--- src/rtl/mem_arbiter_pkg.sv ---
// mem_arb_pkg: shared definitions for the two-master memory arbiter.
//   - arb_state_e : sequencer state encoding (IDLE, WR, RD, RV)
//   - AW_DEF/DW_DEF : default address / data widths
//   - M0/M1 : master index constants, also used as the winner encoding
package mem_arb_pkg;

  localparam int AW_DEF = 16;
  localparam int DW_DEF = 16;

  localparam logic M0 = 1'b0;
  localparam logic M1 = 1'b1;

  typedef enum logic [1:0] {
    IDLE = 2'd0,
    WR   = 2'd1,
    RD   = 2'd2,
    RV   = 2'd3
  } arb_state_e;

endpackage

--- src/rtl/mem_arbiter_if.sv ---
// mem_arbiter_if: master-side bus of the two-master memory arbiter.
//   Request side (driven by masters): req0/1, we0/1, addr0/1, wdata0/1
//   Response side (driven by arbiter): gnt0/1, rvalid0/1, rdata (shared)
// Modports:
//   master - the bus masters (processor, DMA/debug loader)
//   slave  - the arbiter
interface mem_arbiter_if
  import mem_arb_pkg::*;
#(
  parameter int AW = AW_DEF,
  parameter int DW = DW_DEF
);

  logic          req0;
  logic          req1;
  logic          we0;
  logic          we1;
  logic [AW-1:0] addr0;
  logic [AW-1:0] addr1;
  logic [DW-1:0] wdata0;
  logic [DW-1:0] wdata1;
  logic          gnt0;
  logic          gnt1;
  logic          rvalid0;
  logic          rvalid1;
  logic [DW-1:0] rdata;

  modport master (
    output req0, req1, we0, we1, addr0, addr1, wdata0, wdata1,
    input  gnt0, gnt1, rvalid0, rvalid1, rdata
  );

  modport slave (
    input  req0, req1, we0, we1, addr0, addr1, wdata0, wdata1,
    output gnt0, gnt1, rvalid0, rvalid1, rdata
  );

endinterface

--- src/rtl/mem_arbiter_rr_pick2.sv ---
// rr_pick2: combinational two-way round-robin winner selection.
// Ports:
//   req0, req1 (in)  - request lines
//   prio       (in)  - master that wins when both request
//   valid      (out) - at least one request is present
//   w          (out) - winning master index (M0/M1); meaningful when valid
module rr_pick2
  import mem_arb_pkg::*;
(
  input  logic req0,
  input  logic req1,
  input  logic prio,
  output logic valid,
  output logic w
);

  assign valid = req0 | req1;
  // Contested: prio decides. Uncontested: the lone requester (M1 iff req1).
  assign w = (req0 & req1) ? prio : (req1 ? M1 : M0);

endmodule

--- src/rtl/mem_arbiter.sv ---
// mem_arbiter: two-master arbiter/sequencer for a single-port synchronous
// memory with one-cycle read latency.
// Ports:
//   Clock     (in)  - system clock, rising edge
//   Resetn    (in)  - synchronous active-low reset
//   bus       (slave modport) - master requests, grants, read strobes, rdata
//   mem_addr  (out) - registered memory address
//   mem_wdata (out) - registered memory write data
//   mem_wren  (out) - registered memory write enable
//   mem_q     (in)  - memory read data, valid one cycle after the address edge
// One access is in flight at a time: a write takes IDLE->WR, a read takes
// IDLE->RD->RV. Requests are only looked at in IDLE.
module mem_arbiter
  import mem_arb_pkg::*;
#(
  parameter int AW = AW_DEF,
  parameter int DW = DW_DEF
)(
  input  logic          Clock,
  input  logic          Resetn,
  mem_arbiter_if.slave  bus,
  output logic [AW-1:0] mem_addr,
  output logic [DW-1:0] mem_wdata,
  output logic          mem_wren,
  input  logic [DW-1:0] mem_q
);

  arb_state_e    state_q;
  logic          gnt0_q;
  logic          gnt1_q;
  logic          rvalid0_q;
  logic          rvalid1_q;
  logic          mem_wren_q;
  logic [AW-1:0] mem_addr_q;
  logic [DW-1:0] mem_wdata_q;
  logic          owner_q;
  logic          prio_q;

  logic          pick_valid;
  logic          pick_w;
  logic          sel_we;
  logic [AW-1:0] sel_addr;
  logic [DW-1:0] sel_wdata;

  rr_pick2 u_pick (
    .req0  (bus.req0),
    .req1  (bus.req1),
    .prio  (prio_q),
    .valid (pick_valid),
    .w     (pick_w)
  );

  // Winner's request fields.
  assign sel_we    = pick_w ? bus.we1    : bus.we0;
  assign sel_addr  = pick_w ? bus.addr1  : bus.addr0;
  assign sel_wdata = pick_w ? bus.wdata1 : bus.wdata0;

  always_ff @(posedge Clock) begin
    if (!Resetn) begin
      // In-flight accesses are dropped; a write already in WR has had
      // mem_wren high up to this edge, so the memory still commits it.
      state_q     <= IDLE;
      gnt0_q      <= 1'b0;
      gnt1_q      <= 1'b0;
      rvalid0_q   <= 1'b0;
      rvalid1_q   <= 1'b0;
      mem_wren_q  <= 1'b0;
      mem_addr_q  <= '0;
      mem_wdata_q <= '0;
      owner_q     <= M0;
      prio_q      <= M0;
    end else begin
      // Strobes are single-cycle pulses unless re-asserted below.
      gnt0_q     <= 1'b0;
      gnt1_q     <= 1'b0;
      rvalid0_q  <= 1'b0;
      rvalid1_q  <= 1'b0;
      mem_wren_q <= 1'b0;
      case (state_q)
        IDLE: begin
          if (pick_valid) begin
            mem_addr_q  <= sel_addr;
            mem_wdata_q <= sel_wdata;
            mem_wren_q  <= sel_we;
            owner_q     <= pick_w;
            // Granted master drops to lowest priority, contested or not.
            prio_q      <= ~pick_w;
            gnt0_q      <= (pick_w == M0);
            gnt1_q      <= (pick_w == M1);
            state_q     <= sel_we ? WR : RD;
          end
        end
        WR: begin
          state_q <= IDLE;
        end
        RD: begin
          // Memory captures mem_addr at this edge; its data shows in RV.
          rvalid0_q <= (owner_q == M0);
          rvalid1_q <= (owner_q == M1);
          state_q   <= RV;
        end
        RV: begin
          state_q <= IDLE;
        end
        default: begin
          state_q <= IDLE;
        end
      endcase
    end
  end

  assign bus.gnt0    = gnt0_q;
  assign bus.gnt1    = gnt1_q;
  assign bus.rvalid0 = rvalid0_q;
  assign bus.rvalid1 = rvalid1_q;
  assign bus.rdata   = mem_q;

  assign mem_addr  = mem_addr_q;
  assign mem_wdata = mem_wdata_q;
  assign mem_wren  = mem_wren_q;

endmodule

--- src/flat_wrapper.sv ---
// flat-port wrapper written by rule: the top's interface ports become plain ports
module mem_arbiter_flat import mem_arb_pkg::*;
#(
  parameter int AW = AW_DEF,
  parameter int DW = DW_DEF
)
  (Clock, Resetn, mem_addr, mem_wdata, mem_wren, mem_q, bus_req0, bus_req1, bus_we0, bus_we1, bus_addr0, bus_addr1, bus_wdata0, bus_wdata1, bus_gnt0, bus_gnt1, bus_rvalid0, bus_rvalid1, bus_rdata);
  mem_arbiter_if #(.AW(AW), .DW(DW)) bus_i ();
  input  logic Clock;
  input  logic Resetn;
  output logic [AW-1:0] mem_addr;
  output logic [DW-1:0] mem_wdata;
  output logic mem_wren;
  input  logic [DW-1:0] mem_q;
  input wire logic [$bits(bus_i.req0)-1:0] bus_req0;
  input wire logic [$bits(bus_i.req1)-1:0] bus_req1;
  input wire logic [$bits(bus_i.we0)-1:0] bus_we0;
  input wire logic [$bits(bus_i.we1)-1:0] bus_we1;
  input wire logic [$bits(bus_i.addr0)-1:0] bus_addr0;
  input wire logic [$bits(bus_i.addr1)-1:0] bus_addr1;
  input wire logic [$bits(bus_i.wdata0)-1:0] bus_wdata0;
  input wire logic [$bits(bus_i.wdata1)-1:0] bus_wdata1;
  output wire logic [$bits(bus_i.gnt0)-1:0] bus_gnt0;
  output wire logic [$bits(bus_i.gnt1)-1:0] bus_gnt1;
  output wire logic [$bits(bus_i.rvalid0)-1:0] bus_rvalid0;
  output wire logic [$bits(bus_i.rvalid1)-1:0] bus_rvalid1;
  output wire logic [$bits(bus_i.rdata)-1:0] bus_rdata;
  assign bus_i.req0 = bus_req0;
  assign bus_i.req1 = bus_req1;
  assign bus_i.we0 = bus_we0;
  assign bus_i.we1 = bus_we1;
  assign bus_i.addr0 = bus_addr0;
  assign bus_i.addr1 = bus_addr1;
  assign bus_i.wdata0 = bus_wdata0;
  assign bus_i.wdata1 = bus_wdata1;
  assign bus_gnt0 = bus_i.gnt0;
  assign bus_gnt1 = bus_i.gnt1;
  assign bus_rvalid0 = bus_i.rvalid0;
  assign bus_rvalid1 = bus_i.rvalid1;
  assign bus_rdata = bus_i.rdata;
  mem_arbiter #(.AW(AW), .DW(DW)) u_core (.Clock(Clock), .Resetn(Resetn), .bus(bus_i), .mem_addr(mem_addr), .mem_wdata(mem_wdata), .mem_wren(mem_wren), .mem_q(mem_q));
endmodule
--- config.mk ---
export PLATFORM = sky130hd
export DESIGN_NAME = mem_arbiter_flat
export DESIGN_NICKNAME = d
export VERILOG_FILES = /design/src/rtl/mem_arbiter_pkg.sv /design/src/rtl/mem_arbiter_if.sv /design/src/rtl/mem_arbiter_rr_pick2.sv /design/src/rtl/mem_arbiter.sv /design/src/flat_wrapper.sv
export SDC_FILE = /design/constraint.sdc
export NUM_CORES = 1
export LEC_CHECK = 0
export ABC_AREA = 1
export BUFFER_PORTS_ARGS = -buffer_cell sky130_fd_sc_hd__buf_2
export CAP_MARGIN = 20
export CORE_UTILIZATION = 47
export CTS_BUF_LIST = sky130_fd_sc_hd__clkbuf_4 sky130_fd_sc_hd__clkbuf_8
export CTS_CLUSTER_SIZE = 25
export DETAILED_ROUTE_END_ITERATION = 7
export PLACE_DENSITY = 0.95
export REMOVE_ABC_BUFFERS = 1
export SETUP_SLACK_MARGIN = 0.2
export SLEW_MARGIN = 20
export SYNTH_ARGS = -nofsm -noshare
export SYNTH_HDL_FRONTEND = slang
export SYNTH_HIERARCHICAL = 1
export SYNTH_SLANG_ARGS = --single-unit
--- constraint.sdc ---
create_clock -name Clock -period 2 [get_ports Clock]
set_clock_uncertainty 0.05 [all_clocks]
set_input_delay 0.2 -clock Clock [delete_from_list [all_inputs] [get_ports Clock]]
set_output_delay 0.2 -clock Clock [all_outputs]
set_load 0.05 [all_outputs]
Word level (Yosys, flattened, before mapping). Index checks and enable logic that the tools add are counted.

Latch bits: 0. RAM bits: 0. Output and inout bits: 53. Register bits after elaboration: 41. Logic and storage cells: 31. Memory bits (read-only): 0. Memories: 0.

Div/mod/pow operators: 0. Order comparisons: 0. Reductions and logical operators: 5. Muxes and demuxes: 8. Shifts and indexed selects: 0. Add/subtract/negate cells: 0. Bitwise logic cells: 4. $mul: 0. Eq/ne operators: 4.

Operators by type and width (number): $mux W16 (2); $pmux W2 S3 (1); $eq A2 B2 Y1 const B (2); $mux W2 (2); $reduce_and A2 Y1 (2); $mux W1 (3); $reduce_and A3 Y1 (1); $eq A2 B1 Y1 const B (1); $logic_not A2 Y1 (1); $ne A2 B1 Y1 const B (1); $not A1 Y1 (2); $reduce_or A2 Y1 (1); $and A1 B1 Y1 (1); $or A1 B1 Y1 (1).

Longest topological paths before layout.
Depth in word-level cells: 6. Gate-level depth with buffers: 10.

Modules after synthesis. The synthesis kept the hierarchy.

By module, submodules not included: mem_arbiter (area each 2105.8 sq um, sequential area each 820.8 sq um, instances 1, cells each 281); rr_pick2 (area each 22.5 sq um, sequential area each 0.0 sq um, instances 1, cells each 5).

Worst setup path before layout. Ideal clock, no wire load.

Kind: register -> register. From: register u_core.prio_q. To: register u_core.mem_addr_q[13], in the netlist u_core/mem_addr[13]. Slack: 828 ps. Path buffers: 2. Cell stages (with the launch flop): 10. Data required time: 1825 ps. Data arrival time: 997 ps. Period minus slack after synthesis: 1172 ps. Setup time: 125 ps. Cells stage by stage: dfxtp_1 nand3_1 nand2_1 buf_4 clkinv_2 buf_4 nand2_1 nand2_1 nand2_2 a21oi_2.

Cells in the longest elaborated chain, start to end: 2.

Ends and longest elaborated chain: start: declaration (line mem_arbiter.sv:37) `logic prio_q;`; start signal: assignment (line mem_arbiter.sv:87) `prio_q <= ~pick_w;`; $mux W1 (line mem_arbiter_rr_pick2.sv:19) `assign w = (req0 & req1) ? prio : (req1 ? M1 : M0);`; named net u_core.pick_w (line mem_arbiter.sv:40) `logic pick_w;`; $mux W16 (line mem_arbiter.sv:55) `assign sel_addr = pick_w ? bus.addr1 : bus.addr0;`; end signal: assignment (line mem_arbiter.sv:82) `mem_addr_q <= sel_addr;`; end: declaration (line mem_arbiter.sv:34) `logic [AW-1:0] mem_addr_q;`.

The timed path passes the listed nets, and every way through them passes these cells. A chain may end at the register's enable or synchronous reset.

Worst setup path in the final report.
From: register u_core.prio_q. To: register u_core.mem_wdata_q[4], in the netlist u_core/mem_wdata[4].

Cells in the longest elaborated chain, start to end: 2.

Ends and longest elaborated chain: $mux W1 (line mem_arbiter_rr_pick2.sv:19); named net u_core.pick_w (line mem_arbiter.sv:40); $mux W16 (line mem_arbiter.sv:56) `assign sel_wdata = pick_w ? bus.wdata1 : bus.wdata0;`; end signal: assignment (line mem_arbiter.sv:83) `mem_wdata_q <= sel_wdata;`; end: declaration (line mem_arbiter.sv:35) `logic [DW-1:0] mem_wdata_q;`.

The timed path passes the listed nets, and every way through them passes these cells.

==> flow_metrics.py <==
metrics = {
    "synth": {
        "yosysSeqAreaShare": 0.3857,
        "synth_area_leaders": "dfxtp_1 (39%), nand2_1 (18%), a21oi_2 (8.2%)",
        "netlist.top_cell.by_area": "dfxtp_1",
        "synthesis.area_per_instance_um2": 7.442,
        "synth_top_area_frac": 0.3857,
        "yosysUniqueCellTypes": 21,
        "syn_inst": 286,
        "ys_ff_latch": 41,
        "syn_area_um2": 2128,
        "ys_warn_count": 6,
    },
    "timing": {
        "max_freq_mhz": 673.1,
        "finalHoldViolCount": 0,
        "fin_crit_ns": 1.486,
        "relSlewSlack": 0.6334,
        "grt_setup_unrepaired": "no",
        "period_share": 0.7428,
        "worst_pin_slew_ns": 0.5492,
        "tns_ns": 0,
        "slew_viol_final": 0,
        "finalSetupViolCount": 0,
    },
    "power_and_ir_drop": {
        "total_power_mw": 2.372,
        "p_leak_nw": 1.378,
        "p_per_area_nw_per_um2": 903.7,
        "vdd_drop_max_v": 0.0004048,
    },
    "worst_setup_path": {
        "worstSetupPathType": "flop to flop",
        "crit_path_end_kind": "flop",
        "arrival_ns": 1.59,
        "worstPathRequired_ns": 2.10,
        "crit_fanout": 33,
        "crit_path_start_kind": "flop",
    },
    "grt": {
        "grt_util_all_layers": 0.2135,
        "grt-ovfl-total": 0,
        "grt_max_degree": 34,
        "antenna_found_initial": 0,
        "grt_pass1_vias": 1991,
        "grt_pass1_wl_mm": 8.383,
    },
    "clocking": {
        "insertion_delay_ns": 0.28,
        "cts_resized": 0,
        "numCtsBuffers": 5,
        "cts.path.max_buffers": 2,
        "cts_root_buffer": "clkbuf_8",
        "path_clk_slew_ns": 0.07,
        "tritoncts": "yes",
        "post_cts_buffers": 0,
        "htreeDepth": 2,
        "cts_sinks": 41,
        "cts_hold_buf": 0,
    },
    "drt": {
        "wire_per_inst_um": 11.99,
        "drt_iter0_drc": 52,
        "vias_per_cell": 4.988,
        "drc_errors": 0,
        "wl_mm": 5.046,
        "dr.pass1.iters": 5,
        "vias": 2100,
        "ant_nets": 0,
    },
    "floorplanning": {
        "row_count": 24,
        "start_util": 0.4888,
        "core_area_um2": 4354,
        "io_pins": 139,
        "dieArea_um2": 4801,
        "die_h_um": 69.29,
        "dieWidth_um": 69.29,
    },
    "cells_and_area": {
        "final_util": 0.6029,
        "antenna_cells": 0,
        "final_cells": 421,
        "nFillCells": 416,
        "area_growth_pct": 23.34,
        "nets": 455,
        "drive_gt1_frac": 0.4499,
    },
    "place": {
        "hpwl_mm": 3.753,
        "dp.cells": 414,
        "gp_congestion": 0.7429,
        "io_buffer_count": 106,
    },
    "flow_run": {
        "max_cap_viol_count": 0,
    },
    "min_path": {
        "hold_path_class": "input port to flop",
    },
    "status": {
        "outcome": "finished, final reports clean",
    },
}
path summary, 6_finish.rpt:
| check | from | end | slack (ns) | cells after the start |
|---|---|---|---|---|
| worst max-delay path | u_core/prio_q | u_core/mem_wdata[4] | 0.51 | 7 |
| worst min-delay path | bus_wdata0[3] | u_core/mem_wdata[3] | 0.13 | 3 |
| worst max register to register | u_core/prio_q | u_core/mem_wdata[4] | 0.51 | 7 |
| worst min register to register | u_core/owner_q | u_core/bus.rvalid0 | 0.39 | 1 |
where the power goes:
group          switching, mW  total, mW  leakage, nW  internal [mW]
sequential            0.0455      0.958        0.337          0.912
clock                  0.247      0.534       0.0477          0.287
combinational          0.632      0.881        0.993          0.249
total                  0.925       2.37         1.38           1.45
worst max-delay path: stages (launching register included):
cell	delay [ns]
dfxtp_1	0.33
nand3_1	0.08
nand2_1	0.13
clkinv_2	0.38
nand2_1	0.19
nand2_1	0.08
nand2_2	0.07
a21oi_2	0.04
cell type report:
type	instances	area, um2	share of cell area
Inverter	12	46.29	0.01764
Tap cell	52	65.06	0.02479
Timing Repair Buffer	111	593.1	0.2259
Multi-Input combinational cell	198	1010	0.3847
Clock buffer	7	90.09	0.03432
Sequential cell	41	820.8	0.3127
synthesized netlist by cell type:
master	n
inv_2	2
a21oi_2	20
o21ai_1	1
nand2_2	22
nor2_2	1
nor3_2	1
inv_1	9
buf_2	13
clkbuf_1	1
nand4_1	18
nand3_1	25
buf_12	2
o21ai_0	2
nand2_1	101
nor2_8	1
clkinv_2	1
or2_1	1
buf_4	19
dfxtp_1	41
nor2_1	2
a21oi_1	3
through the flow:
stage               area [um2]  hold slack (ns)  setup WS, ns
finish                    2625           0.1277        0.5144
global route              2625           0.1346        0.2976
CTS                       2625           0.1143        0.5171
detailed placement        2535           0.3504        0.5229
global placement          2535           0.3504        0.5797
floorplan                 1877           0.2845       0.03202
placed cells by master, fill, tap and decap left out, drive strengths merged:
cell,count
or2,1
a21oi,23
nor2,4
inv,11
clkinv,1
nand4,18
buf,111
nand2,123
o21ai,3
nor3,1
nand3,25
clkbuf,7
dfxtp,41
logic make-up after synthesis:
group / synth area share
flip-flops: 0.3857
buffers and inverters: 0.1399
AO/OA/AOI/OAI: 0.09641
AND/OR/NAND/NOR: 0.3780
registers in the layout, indices dropped and copies added (netlist names):
| name | count |
|---|---|
| u_core/mem_addr | 16 |
| u_core/mem_wdata | 16 |
| u_core/state_q | 2 |
| u_core/bus.gnt0 | 1 |
| u_core/bus.gnt1 | 1 |
| u_core/bus.rvalid0 | 1 |
| u_core/bus.rvalid1 | 1 |
| u_core/mem_wren | 1 |
| u_core/owner_q | 1 |
| u_core/prio_q | 1 |
metal layers:
layer / up-vias / part of all wire / GRT usage
met5: - / 0 / 0.03333
met1: 919 / 0.41 / 0.2284
li1: 1067 / - / -
met2: 109 / 0.49 / 0.3873
met4: 0 / 0.0075 / 0.06122
met3: 5 / 0.096 / 0.07703
Power figures use the tool's default switching activity.
